**src/rtl/ddr_tx_gearbox.sv**
```systemverilog
// Word-to-beat gearbox feeding the per-lane DDR output cells: a small FIFO,
// then a serializer that sends one LANES-rise/LANES-fall beat per clk, LSB beat first.
module ddr_tx_gearbox #(
  parameter int                 LANES      = 4,
  parameter int                 WORD_W     = 16,
  parameter int                 FIFO_DEPTH = 4,
  parameter logic [LANES-1:0]   IDLE_R     = {LANES{1'b0}},
  parameter logic [LANES-1:0]   IDLE_F     = {LANES{1'b1}}
) (
  input  logic              clk,
  input  logic              rst_n,
  input  logic              s_valid,
  input  logic [WORD_W-1:0] s_data,
  input  logic              s_last,
  output logic              s_ready,
  input  logic              clr_underrun,
  output logic [LANES-1:0]  data_r,
  output logic [LANES-1:0]  data_f,
  output logic              tx_active,
  output logic              tx_last,
  output logic              underrun
);

  localparam int BEATS  = WORD_W / (2 * LANES);
  localparam int BEAT_W = (BEATS > 1) ? $clog2(BEATS) : 1;
  localparam int AW     = $clog2(FIFO_DEPTH);
  localparam logic [BEAT_W-1:0] LAST_BEAT = BEAT_W'(BEATS - 1);
  localparam logic [AW:0]       DEPTH_C   = (AW + 1)'(FIFO_DEPTH);

  localparam logic [1:0] ST_IDLE   = 2'd0;
  localparam logic [1:0] ST_ACTIVE = 2'd1;
  localparam logic [1:0] ST_STALL  = 2'd2;

  generate
    if ((WORD_W % (2 * LANES)) != 0) begin : g_bad_word_w
      $error("ddr_tx_gearbox: WORD_W must be a multiple of 2*LANES");
    end
    if (FIFO_DEPTH < 2 || (FIFO_DEPTH & (FIFO_DEPTH - 1)) != 0) begin : g_bad_depth
      $error("ddr_tx_gearbox: FIFO_DEPTH must be a power of two >= 2");
    end
  endgenerate

  // FIFO: register-based so the head word can be sliced on the same edge it is popped
  logic [WORD_W:0]   mem [FIFO_DEPTH];
  logic [AW-1:0]     wr_ptr_reg, rd_ptr_reg;
  logic [AW:0]       count_reg;
  logic              wr_en, pop, fifo_empty;
  logic [WORD_W-1:0] head_word;
  logic              head_last;

  assign s_ready    = (count_reg < DEPTH_C);
  assign wr_en      = s_valid && s_ready;
  assign fifo_empty = (count_reg == '0);
  assign {head_last, head_word} = mem[rd_ptr_reg];

  always_ff @(posedge clk) begin
    if (wr_en) mem[wr_ptr_reg] <= {s_last, s_data};
  end

  always_ff @(posedge clk or negedge rst_n) begin
    if (!rst_n) begin
      wr_ptr_reg <= '0;
      rd_ptr_reg <= '0;
      count_reg  <= '0;
    end else begin
      if (wr_en) wr_ptr_reg <= wr_ptr_reg + AW'(1);
      if (pop)   rd_ptr_reg <= rd_ptr_reg + AW'(1);
      if (wr_en && !pop)      count_reg <= count_reg + (AW + 1)'(1);
      else if (pop && !wr_en) count_reg <= count_reg - (AW + 1)'(1);
    end
  end

  // Serializer
  logic [1:0]          state_reg, state_next;
  logic [BEAT_W-1:0]   beat_reg;
  logic [WORD_W-1:0]   cur_word_reg;
  logic                cur_last_reg;
  logic [LANES-1:0]    data_r_reg, data_f_reg;
  logic                tx_active_reg, tx_last_reg, underrun_reg;

  logic                drive, set_ur, src_last;
  logic [WORD_W-1:0]   src_word;
  logic [BEAT_W-1:0]   src_idx;
  logic [2*LANES-1:0]  beat_bits;
  logic                beat_is_last;

  always_comb begin
    pop        = 1'b0;
    drive      = 1'b0;
    set_ur     = 1'b0;
    state_next = state_reg;
    src_word   = cur_word_reg;
    src_idx    = beat_reg + BEAT_W'(1);
    src_last   = cur_last_reg;
    case (state_reg)
      ST_IDLE, ST_STALL: begin
        if (!fifo_empty) begin
          pop        = 1'b1;
          state_next = ST_ACTIVE;
        end
      end
      ST_ACTIVE: begin
        if (beat_reg != LAST_BEAT) begin
          drive = 1'b1;
        end else if (cur_last_reg) begin
          state_next = ST_IDLE;
        end else if (!fifo_empty) begin
          pop = 1'b1;
        end else begin
          // word boundary inside a packet with nothing buffered
          state_next = ST_STALL;
          set_ur     = 1'b1;
        end
      end
      default: state_next = ST_IDLE;
    endcase
    if (pop) begin
      drive    = 1'b1;
      src_word = head_word;
      src_idx  = '0;
      src_last = head_last;
    end
    beat_bits    = src_word[int'(src_idx) * 2 * LANES +: 2 * LANES];
    beat_is_last = src_last && (src_idx == LAST_BEAT);
  end

  always_ff @(posedge clk or negedge rst_n) begin
    if (!rst_n) begin
      state_reg     <= ST_IDLE;
      beat_reg      <= '0;
      cur_word_reg  <= '0;
      cur_last_reg  <= 1'b0;
      data_r_reg    <= IDLE_R;
      data_f_reg    <= IDLE_F;
      tx_active_reg <= 1'b0;
      tx_last_reg   <= 1'b0;
      underrun_reg  <= 1'b0;
    end else begin
      state_reg <= state_next;
      if (pop) begin
        cur_word_reg <= head_word;
        cur_last_reg <= head_last;
      end
      if (drive) begin
        beat_reg      <= src_idx;
        data_r_reg    <= beat_bits[LANES-1:0];
        data_f_reg    <= beat_bits[2*LANES-1:LANES];
        tx_active_reg <= 1'b1;
        tx_last_reg   <= beat_is_last;
      end else begin
        data_r_reg    <= IDLE_R;
        data_f_reg    <= IDLE_F;
        tx_active_reg <= 1'b0;
        tx_last_reg   <= 1'b0;
      end
      if (set_ur)            underrun_reg <= 1'b1;
      else if (clr_underrun) underrun_reg <= 1'b0;
    end
  end

  assign data_r    = data_r_reg;
  assign data_f    = data_f_reg;
  assign tx_active = tx_active_reg;
  assign tx_last   = tx_last_reg;
  assign underrun  = underrun_reg;

  a_no_write_full: assert property (@(posedge clk) disable iff (!rst_n)
    !(wr_en && count_reg == DEPTH_C));
  a_no_pop_empty: assert property (@(posedge clk) disable iff (!rst_n)
    !(pop && fifo_empty));

endmodule
```
**config.mk**
```make
export PLATFORM = sky130hd
export DESIGN_NAME = ddr_tx_gearbox
export DESIGN_NICKNAME = d
export VERILOG_FILES = /design/src/rtl/ddr_tx_gearbox.sv
export SDC_FILE = /design/constraint.sdc
export NUM_CORES = 1
export LEC_CHECK = 0
export ABC_AREA = 1
export ABC_CLOCK_PERIOD_IN_PS = 2700
export BUFFER_PORTS_ARGS = -buffer_cell sky130_fd_sc_hd__buf_2
export CAP_MARGIN = 20
export CORE_ASPECT_RATIO = 0.8
export CORE_MARGIN = 2
export CORE_UTILIZATION = 25
export DETAILED_ROUTE_END_ITERATION = 8
export PLACE_DENSITY_LB_ADDON = 0.12
export SETUP_SLACK_MARGIN = 0.4
export SLEW_MARGIN = 20
export SYNTH_ARGS = -nofsm -noshare
export SYNTH_HDL_FRONTEND = slang
export SYNTH_SLANG_ARGS = --single-unit
```
**constraint.sdc**
```tcl
create_clock -name clk -period 2.7 [get_ports clk]
set_input_delay 0.135 -clock clk [delete_from_list [all_inputs] [get_ports clk]]
set_output_delay 0.135 -clock clk [all_outputs]
set_load 0.02 [all_outputs]
```
# --- Word level (Yosys, flattened, before mapping) ---
# Memories as Yosys holds them, arrays and structs flattened.
# Index checks and enable logic that the tools add are counted.
totals:
  ramBits: 68
  latch_bits: 0
  elab_cells: 66
  romBits: 0
  output_inout_bits: 12
  reg_bits: 38
  in_bits: 21
  memories: 1
op_classes:
  multipliers: 0
  n_div: 0
  order_cmp: 1
  addsub: 5
  n_reduce_logical: 12
  bitwise: 0
  n_shift: 1
  mux: 29
  eq_ne: 5
memory_table:
  columns: ["name", "words", "word_bits", "read_ports", "rd_ports_with_merged_regs", "wr", "line_no", "text"]
  rows:
  - ["mem", 4, 17, 1, 0, 1, "44", "logic [WORD_W:0] mem [FIFO_DEPTH];"]
ops:
  columns: ["op", "count"]
  rows:
  - ["1-bit two-way mux", 18]
  - ["16-bit two-way mux", 1]
  - ["16-bit by 5-bit variable part select with 8-bit output", 1]
  - ["2-bit two-way mux", 4]
  - ["4-bit two-way mux", 2]
  - ["3-bit two-way mux", 2]
  - ["2-bit by 1-bit adder with 2-bit output (second input constant)", 2]
  - ["1-bit logical AND", 4]
  - ["2-bit != test (second input constant)", 2]
  - ["2-bit one-hot mux with 2 select lines", 1]
  - ["2-bit nonzero test", 2]
  - ["3-bit by 1-bit adder with 3-bit output (second input constant)", 1]
  - ["3-bit zero test", 1]
  - ["3-bit < comparator (second input constant)", 1]
  - ["3-bit != test (second input constant)", 1]
  - ["3-bit AND reduction", 1]
  - ["3-bit by 1-bit subtractor with 3-bit output (second input constant)", 1]
  - ["2-bit by 1-bit equality test with 1-bit output (second input constant)", 1]
  - ["2-bit equality test (second input constant)", 1]
  - ["1-bit zero test", 2]
  - ["2-bit zero test", 1]
  - ["1-bit one-hot mux with 2 select lines", 1]
  - ["2-bit OR reduction", 1]
  - ["1-bit adder (second input constant)", 1]

# --- Depth between registers and ports, before layout ---
# Gate-level depths: netlist of the first run.
logic_depth:
  depth_word: 8
  mapped_depth: 11
  depth_no_buf: 10

# --- Worst setup path after synthesis of the first run ---
# No wires, ideal clock.
synth_path:
  path_type: "register to register"
  startpoint: "register count_reg[1]"
  endpoint: "register count_reg[2]"
  period_less_slack_ns: 1.988
  t_arrival_ns: 1.858
  stages_incl_launch_ff: 11
  path_slack_ns: 0.712
  required_ns: 2.569
  setup_ns: 0.131
  n_path_buf: 1
  cell_sequence: "dfrtp_1 -> nor2_2 -> nand2_2 -> nand2_4 -> buf_2 -> ha_1 -> inv_1 -> fa_1 -> a21oi_1 -> o21ai_0 -> xor2_1"
synth_between:
  elab_chain_len: 8
  elab_cells_between_ends: 16
  cone_classes: "add/sub (2); order compare (1); mux (6); reduce/logical (7)"
synth_rtl:
  columns: ["element", "line_no", "text"]
  rows:
  - ["start: declaration", "46", "logic [AW:0] count_reg;"]
  - ["start signal: assignment", "68", "if (wr_en && !pop) count_reg <= count_reg + (AW + 1)'(1);"]
  - ["start signal: assignment", "69", "else if (pop && !wr_en) count_reg <= count_reg - (AW + 1)'(1);"]
  - ["3-bit zero test", "53", "assign fifo_empty = (count_reg == '0);"]
  - ["1-bit two-way mux", "97, 107", null]
  - ["1-bit two-way mux", "105", "end else if (cur_last_reg) begin"]
  - ["1-bit two-way mux", "103", "if (beat_reg != LAST_BEAT) begin"]
  - ["1-bit one-hot mux with 2 select lines", "95", "case (state_reg)"]
  - ["1-bit zero test", "68", null]
  - ["1-bit logical AND", "68", null]
  - ["3-bit two-way mux or 2-bit nonzero test (tied branches)", null, null]
# Parallel ways exist; a longest one is shown, timed or not. The select of a mux whose other input is x is not followed.
# A chain may end at the register's enable or synchronous reset.

# --- Worst setup path in the final report of the first run ---
# Ends and elaborated chain as after synthesis.

==> results of run 1 <==
through the flow:
step | cells | cell area (um2) | hold slack [ns]
after global routing | 601 | 4810 | 0.00762
after global placement | 580 | 4470 | 0.275
after floorplan | 338 | 4060 | -0.161
final | 601 | 4810 | 0.0122
after detailed placement | 580 | 4470 | 0.276
after CTS | 600 | 4800 | 0.00148
cell families (layout without fill, tap and decap cells):
family	after synthesis	count (layout)	synth area share
buf+inv	45	93	0.0500
flops	102	102	0.714
compound gates	57	57	0.0755
mux	1	1	0.00278
fa+ha+maj	6	6	0.0204
simple gates	123	123	0.129
xor+xnor	4	4	0.00864
critical path, cell delays in order, from the launching register on:
cell and delay, ns:
dfrtp_1 0.42, nor2_2 0.13, nand2_2 0.15, nand2_4 0.23, ha_1 0.18, inv_1 0.06, fa_1 0.37, a21oi_1 0.14
o21ai_0 0.11, xor2_1 0.15
final timing paths:
check	from	to	slack, ns
setup / recovery	count_reg[1]$_DFFE_PN0P_	count_reg[2]$_DFFE_PN0P_	0.66
min in group asynchronous	rst_n	wr_ptr_reg[0]$_DFFE_PN0P_	0.41
hold / removal	s_data[8]	mem[1][8]$_DFFE_PP_	0.01
setup reg to reg	count_reg[1]$_DFFE_PN0P_	count_reg[2]$_DFFE_PN0P_	0.66
max in group asynchronous	rst_n	cur_word_reg[14]$_DFF_PN0_	1.79
hold reg to reg	cur_word_reg[14]$_DFF_PN0_	cur_word_reg[14]$_DFF_PN0_	0.48
cell usage in the layout (no fill, tap or decap), types with 6 or more instances in the layout:
| cell | netlist | routed |
|---|---|---|
| edfxtp_1 | 68 | 68 |
| nand2_1 | 65 | 65 |
| o21ai_0 | 36 | 36 |
| nor2_1 | 32 | 32 |
| buf_2 | 8 | 32 |
| dfrtp_1 | 30 | 30 |
| inv_1 | 28 | 28 |
| nand3_1 | 17 | 17 |
| o22ai_1 | 14 | 14 |
| clkbuf_16 | 0 | 9 |
| buf_4 | 2 | 8 |
| a21oi_1 | 6 | 6 |
synthesized netlist by cell type, drive strengths merged:
| master | number |
|---|---|
| a21oi | 7 |
| nand2 | 69 |
| inv | 31 |
| dfrtp | 30 |
| xor2 | 3 |
| xnor2 | 1 |
| nand4 | 2 |
| dfstp | 4 |
| nor2 | 35 |
| edfxtp | 68 |
| clkinv | 1 |
| clkbuf | 1 |
| o21ai | 36 |
| fa | 1 |
| ha | 5 |
| nand3 | 17 |
| buf | 12 |
| o22ai | 14 |
| mux2 | 1 |
what timing repair did:
item	CTS	global route
hold buffers	4	1
hold endpoints to repair	39	4
resized for setup	0	0
per-layer routing:
metal  wire, um  up-vias  GRT usage
li1           -     1232          -
met1       4600     1167      0.154
met2       4000       37      0.168
met3        285       10     0.0314
met4        106        0     0.0309
met5          0        -          0
power groups by stage:
stage               sequential [mW]  combinational [mW]  clock, mW
CTS                            2.27                2.19       1.31
global placement               2.29                2.17          0
floorplan                      2.38                1.44          0
global route                   2.30                2.44       1.38
finish                         2.26                2.13       1.27
detailed placement             2.30                2.18          0
area by class of cell:
class	instances	area share
clock inverter	6	0.0130
inverter	32	0.0252
tap	215	0.0560
multi-input combinational	191	0.199
timing repair buffer	45	0.0562
clock buffer	10	0.0476
sequential	102	0.603
==> results.toml, run 1 <==
[power_and_ir_drop]
power.share.clock = 0.224
p_switching_mw = 2.17
combPwrFrac = 0.377
netSwitchingFraction = 0.384
p_per_area_nw_per_um2 = 1180
finalPower_mw = 5.66
peakVddDrop_uv = 347
pwr-share-seq = 0.400
leakagePower_nw = 1.93
intPower_mw = 3.49

[clock_tree]
cts-root-buf = "clkbuf_16"
clk_pin_slew_ns = 0.07
clk_path_buf_depth = 2
cts_setup_buffers = 0
cts_tree = "yes"
clock-sinks = 102
numCtsBuffers = 9
insertion_delay_ns = 0.34
cts_max_level = 3

[logic_synthesis]
synth_top_area_share = 0.503
synth_area_per_cell_um2 = 12.0
synth-seq-cells = 102
ys_top_cells_by_area = "edfxtp_1 50%, dfrtp_1 19%, nand2_1 6.0%, o21ai_0 4.4%, nor2_1 3.0%"
synth_seq_area_share = 0.714
ys_types = 27
synth.net_count = 365
synth_area_um2 = 4060
synth_area_leader_cell = "edfxtp_1"
ys_warn_count = 0
synth_cells = 338

[floorplan]
dieArea_um2 = 17300
row_count = 41
initial_core_util = 0.257
die_height_um = 118
io_pins = 33
die_w_um = 146
core-area_um2 = 15800

[run]
maxCapViolCount = 0

[sta]
finalCriticalPeriod_ns = 2.04
hold_violations = 0
slew_headroom = 0.477
setup_tns_ns = 0
worst_slack_ns = 0.657
rsz0062_at_grt = "no"
fmax_mhz = 489
drv_slew = 0
finalClockSkew_ns = 0.00755
setup_viol = 0
tightest_slew_ns = 0.784
post-route-period-util = 0.757

[setup_path]
cp.required_ns = 2.92
critPathMaxFanout = 14
critPathKind = "flop to flop"
startpoint_type = "flop"
reg2reg_depth = 9
worstSetupEndpointType = "flop"
worstPathArrival_ns = 2.26

[global_route]
overflow = 0
grt_max_degree = 36
antenna_found_initial = 0
track_usage = 0.110
grt_pass1_wl_um = 14100
grt_pass1_vias = 2388

[final_layout]
final_core_util = 0.304
layout-drive-gt1-share = 0.187
synthToLayoutAreaGrowth_pct = 18.5
largest_reg_flops = 68
seq_area_um2 = 2900
nets = 408
multi_input_area_um2 = 957
fillers = 1631
antenna_cells = 0

[drt]
drt_iter0_markers = 151
wl_per_cell_um = 15.0
ant_nets = 0
drc = 0
routed-via-count = 2446
wl_um = 8990
routed_via_density = 4.07
dr.pass1.iters = 4

[place]
portBuffers = 32
post-place-ws_ns = 0.641
gp_congestion = 0.766
place_hpwl_um = 5500

[run_status]
status = "completed"

[min_path]
holdPathStages = 1
hold_class = "input pin to flop"
No activity file was read; power rests on OpenSTA's default activity.
==> run 2: changes to the inputs <==
ABC_CLOCK_PERIOD_IN_PS = 1800   (was 2700)
clock period = 1.8 ns   (was 2.7 ns; I/O delays follow)
==> results.toml, run 2 (synthesized netlist as in run 1, its figures left out) <==
[drt]
drt_iter0_markers = 134
wl_per_cell_um = 15.2
dr.pass1.iters = 4
routed_via_density = 4.14
ant_nets = 0
routed-via-count = 2634
wl_um = 9710
drc = 0

[clock_tree]
numCtsBuffers = 9
cts_tree = "yes"
insertion_delay_ns = 0.34
cts_max_level = 3
cts-root-buf = "clkbuf_16"
clk_path_buf_depth = 2
clk_pin_slew_ns = 0.07
clock-sinks = 102

[sta]
finalCriticalPeriod_ns = 1.71
tightest_slew_ns = 0.802
drv_slew = 0
slew_headroom = 0.465
hold_violations = 0
post-route-period-util = 0.951
fmax_mhz = 584
finalClockSkew_ns = 0.00553
setup_viol = 0
rsz0062_at_grt = "yes"

[floorplan]
row_count = 41
io_pins = 33
dieArea_um2 = 17300
core-area_um2 = 15800
die_height_um = 118
initial_core_util = 0.257
die_w_um = 146

[final_layout]
largest_reg_flops = 68
layout_commonest_cell = "edfxtp_1"
synthToLayoutAreaGrowth_pct = 33.1
final_cell_mix = "68 x edfxtp_1, 64 x nand2_1, 34 x o21ai_0"
final_core_util = 0.342
layout-drive-gt1-share = 0.277
antenna_cells = 0
final_cells = 637
nets = 444

[setup_path]
critPathKind = "flop to flop"
worstPathArrival_ns = 1.94
path_common_cell = "nand2_4"
worstSetupEndpointType = "flop"
r2r_start = "cur_last_reg$_DFF_PN0_"
cp_slowest_cell = "fa_2"
crit_family = "adder cells"
startpoint_type = "flop"
critPathMaxFanout = 3
path_cells = "inv_2, nand4_4, nand2_4, nand2_4, ha_4, inv_4, fa_2, mux2_4"
cpPeakStageDelay_ns = 0.42
rrSetupSlack_ns = 0.09
regToRegEndpoint = "count_reg[1]$_DFFE_PN0P_"
reg2reg_depth = 8
cp.required_ns = 2.03
path_buf_inv = 2

[min_path]
hold_class = "input pin to flop"
whs_endpoint = "wr_ptr_reg[1]$_DFFE_PN0P_"
min_from = "s_valid"
holdPathStages = 4

[power_and_ir_drop]
p_per_area_nw_per_um2 = 1760
peakVddDrop_uv = 624
leakagePower_nw = 2.16

[global_route]
antenna_found_initial = 0
grt_pass1_vias = 2703
grt_max_degree = 35
grt_pass1_wl_um = 15100
overflow = 0
track_usage = 0.117

[run]
maxCapViolCount = 0

[run_status]
status = "completed"

[place]
portBuffers = 32
dpl.cell_count = 590
gp_congestion = 0.707
place_hpwl_um = 5610
## run 2: changes by cell type in the layout (fill, tap and decap cells not counted), moves of 3 or more
cell / previous run / this run
buf_6: 0 / 4
nor2_1: 32 / 28
inv_2: 3 / 7
buf_4: 8 / 15
buf_8: 0 / 3
a21oi_1: 6 / 1
inv_1: 28 / 23
a21oi_2: 1 / 5
buf_12: 0 / 5
dlygate4sd3_1: 5 / 19
nor2_4: 0 / 4
## run 2: worst max-delay path by stage
stage                              from                  endpoint  slack, ns  cells after the start
3_3_place_gp   state_reg[1]$_DFFE_PN0P_  count_reg[1]$_DFFE_PN0P_       0.09                      8
5_1_grt        count_reg[0]$_DFFE_PN0P_  count_reg[2]$_DFFE_PN0P_       0.01                      9
6_report         cur_last_reg$_DFF_PN0_  count_reg[1]$_DFFE_PN0P_       0.09                      8
4_1_cts        state_reg[0]$_DFFE_PN0P_  count_reg[2]$_DFFE_PN0P_       0.08                      9
2_1_floorplan  state_reg[0]$_DFFE_PN0P_  count_reg[1]$_DFFE_PN0P_      -0.09                      8
3_5_place_dp   state_reg[1]$_DFFE_PN0P_  count_reg[1]$_DFFE_PN0P_       0.06                      8
## run 2: per-stage QoR
stage / setup TNS (ns) / power, mW / worst slack (ns) / hold WS (ns) / instance area, um2
after global placement: 0 / 7.05 / 0.0921 / 0.224 / 4630
after detailed placement: 0 / 7.08 / 0.0603 / 0.236 / 4630
after global routing: 0 / 10.3 / 0.0102 / 0.158 / 5400
final: 0 / 9.50 / 0.0882 / 0.119 / 5400
after floorplan: -3.02 / 5.84 / -0.0927 / -0.206 / 4100
after CTS: 0 / 9.33 / 0.0802 / 0.0997 / 5240
## run 2: layer usage
layer	vias to the layer above	share of wire	track usage
li1	1306	-	-
met1	1262	0.49	0.159
met2	51	0.45	0.180
met3	15	0.040	0.0345
met4	0	0.021	0.0364
met5	-	0	0
## run 2: worst reg2reg max path: cells and delay by family (launching register included)
family / cells / cell delay (ns)
multiplexers: 1 / 0.27
AND/OR/NAND/NOR: 3 / 0.24
adder cells (fa/ha/maj): 2 / 0.58
buffers and inverters: 2 / 0.14
flip-flops: 1 / 0.39
## run 2: power by group
part / leakage (nW) / switching (mW) / internal [mW]
registers: 1.02 / 0.216 / 3.19
clock network: 0.148 / 0.892 / 1.10
logic: 0.991 / 2.52 / 1.59
total: 2.16 / 3.63 / 5.87
## run 2: repair_timing
action / CTS / global route
hold buffers: 19 / 0
resized for setup: 14 / 23
pin swaps: 3 / 6
buffers inserted: 5 / 2
gates cloned: 1 / 4
setup endpoints to repair: 55 / 72
hold endpoints to repair: 99 / 0
## run 2: final cells by class
cell class                      count  area, um2
Fill cell                        1617      10400
Inverter                           32        130
Clock buffer                        9        225
Sequential cell                   102       2900
Tap cell                          215        269
Timing Repair Buffer               81        731
Clock inverter                      7       80.1
Multi-Input combinational cell    191       1060
==> run 3: changes to the inputs <==
CAP_MARGIN = 30   (was 20)
CORE_ASPECT_RATIO = 0.7   (was 0.8)
==> results.toml, run 3 (synthesized netlist as in run 1, its figures left out) <==
[run_status]
status = "completed"

[global_route]
grt_max_degree = 35
overflow = 0
grt_pass1_vias = 2624
track_usage = 0.120
antenna_found_initial = 0
grt_pass1_wl_um = 15400

[drt]
drc = 0
wl_um = 9990
dr.pass1.iters = 4
routed-via-count = 2703
routed_via_density = 4.30
ant_nets = 0
wl_per_cell_um = 15.9
drt_iter0_markers = 162

[clock_tree]
clk_path_buf_depth = 2
clock-sinks = 102
cts_tree = "yes"
numCtsBuffers = 9
cts_max_level = 3
cts-root-buf = "clkbuf_16"
clk_pin_slew_ns = 0.07
insertion_delay_ns = 0.35

[setup_path]
critPathMaxFanout = 4
worstSetupEndpointType = "flop"
critPathKind = "flop to flop"
worstPathArrival_ns = 1.99
cpPeakStageDelay_ns = 0.42
path_buf_inv = 2
startpoint_type = "flop"
cp.required_ns = 2.03
crit_start = "state_reg[1]$_DFFE_PN0P_"
path_cells = "inv_2, nand4_4, nand2_4, nand2_4, ha_4, inv_4, fa_2, mux2_4"
cp_slowest_cell = "fa_2"
path_common_cell = "nand2_4"
r2r_start = "state_reg[1]$_DFFE_PN0P_"
crit_family = "adder cells"

[min_path]
min_from = "s_valid"
hold_class = "input pin to flop"

[sta]
post-route-period-util = 0.979
drv_slew = 0
tightest_slew_ns = 0.791
hold_violations = 0
worst_slack_ns = 0.0374
slew_headroom = 0.473
setup_viol = 0
rsz0062_at_grt = "yes"
finalClockSkew_ns = 0.00599
fmax_mhz = 567
finalCriticalPeriod_ns = 1.76

[place]
post-place-ws_ns = 0.0393
gp_congestion = 0.716
portBuffers = 32
place_hpwl_um = 5960

[floorplan]
dieArea_um2 = 17300
io_pins = 33
die_height_um = 111
die_w_um = 156
initial_core_util = 0.259
core-area_um2 = 15700
row_count = 38

[run]
maxCapViolCount = 0

[final_layout]
largest_reg_flops = 68
final_core_util = 0.348
nets = 452
layout_commonest_cell = "edfxtp_1"
synthToLayoutAreaGrowth_pct = 34.4
layout-drive-gt1-share = 0.289
antenna_cells = 0
fillers = 1588
final_cell_mix = "68 x edfxtp_1, 64 x nand2_1, 35 x o21ai_0"

[power_and_ir_drop]
p_per_area_nw_per_um2 = 1780
peakVddDrop_uv = 588
finalPower_mw = 9.68
leakagePower_nw = 2.19
-- run 3: cell count changes in the layout (fill, tap and decap cells not counted), sizes merged --
cell,before,now
buf,60,66
clkbuf,11,14
inv,35,33
-- run 3: worst register-to-register path, stage by stage, from the launching register on --
cell and delay, ns:
dfrtp_1 0.37, inv_2 0.10, nand4_4 0.11, nand2_4 0.09, nand2_4 0.06, ha_4 0.16, inv_4 0.05, fa_2 0.42
mux2_4 0.28
-- run 3: metal layers --
| layer | share of wire | wire length [um] | global-route usage | vias to the layer above |
|---|---|---|---|---|
| met2 | 0.41 | 4100 | 0.165 | 42 |
| met5 | 0 | 0 | 0 | - |
| li1 | - | - | - | 1328 |
| met3 | 0.031 | 308 | 0.0302 | 9 |
| met1 | 0.55 | 5470 | 0.184 | 1324 |
| met4 | 0.011 | 112 | 0.0349 | 0 |
-- run 3: metrics by stage --
step           hold WS [ns]  setup TNS [ns]  std cells  cell area [um2]
4_1_cts               0.102               0        619             5260
3_3_place_gp          0.220               0        577             4620
2_1_floorplan        -0.206           -3.02        338             4100
5_1_grt               0.149         -0.0192        629             5460
3_5_place_dp          0.230               0        577             4620
6_report              0.103               0        629             5460
-- run 3: worst paths after layout --
kind                                                    to  depth (start not counted)  slack [ns]
worst min register to register  cur_word_reg[15]$_DFF_PN0_                          2        0.49
min in group asynchronous        cur_word_reg[1]$_DFF_PN0_                          2        0.36
worst max-delay path              count_reg[1]$_DFFE_PN0P_                          8        0.04
max in group asynchronous         state_reg[0]$_DFFE_PN0P_                          2        0.89
worst min-delay path             wr_ptr_reg[1]$_DFFE_PN0P_                          4        0.10
worst max register to register    count_reg[1]$_DFFE_PN0P_                          8        0.04
-- run 3: where the power goes --
group          total, mW  internal [mW]  switching [mW]
sequential          3.41           3.19           0.223
combinational       4.34           1.70            2.64
clock               1.93           1.08           0.855
-- run 3: area by class of cell --
cell class	instances	area (um2)	share of cell area
flip-flops and latches	102	2900	0.532
well taps	200	250	0.0459
clock inverters	5	57.6	0.0106
multi-input cells	191	1070	0.196
repair buffers	89	815	0.149
clock buffers	10	229	0.0420
inverters	32	135	0.0248
-- run 3: what timing repair did --
item,CTS,global route
endpoints found under the setup margin,54,90
pin swaps,5,4
buffers inserted,6,7
hold endpoints to repair,99,0
gates cloned,2,3
hold buffers,19,0
resized for setup,20,17
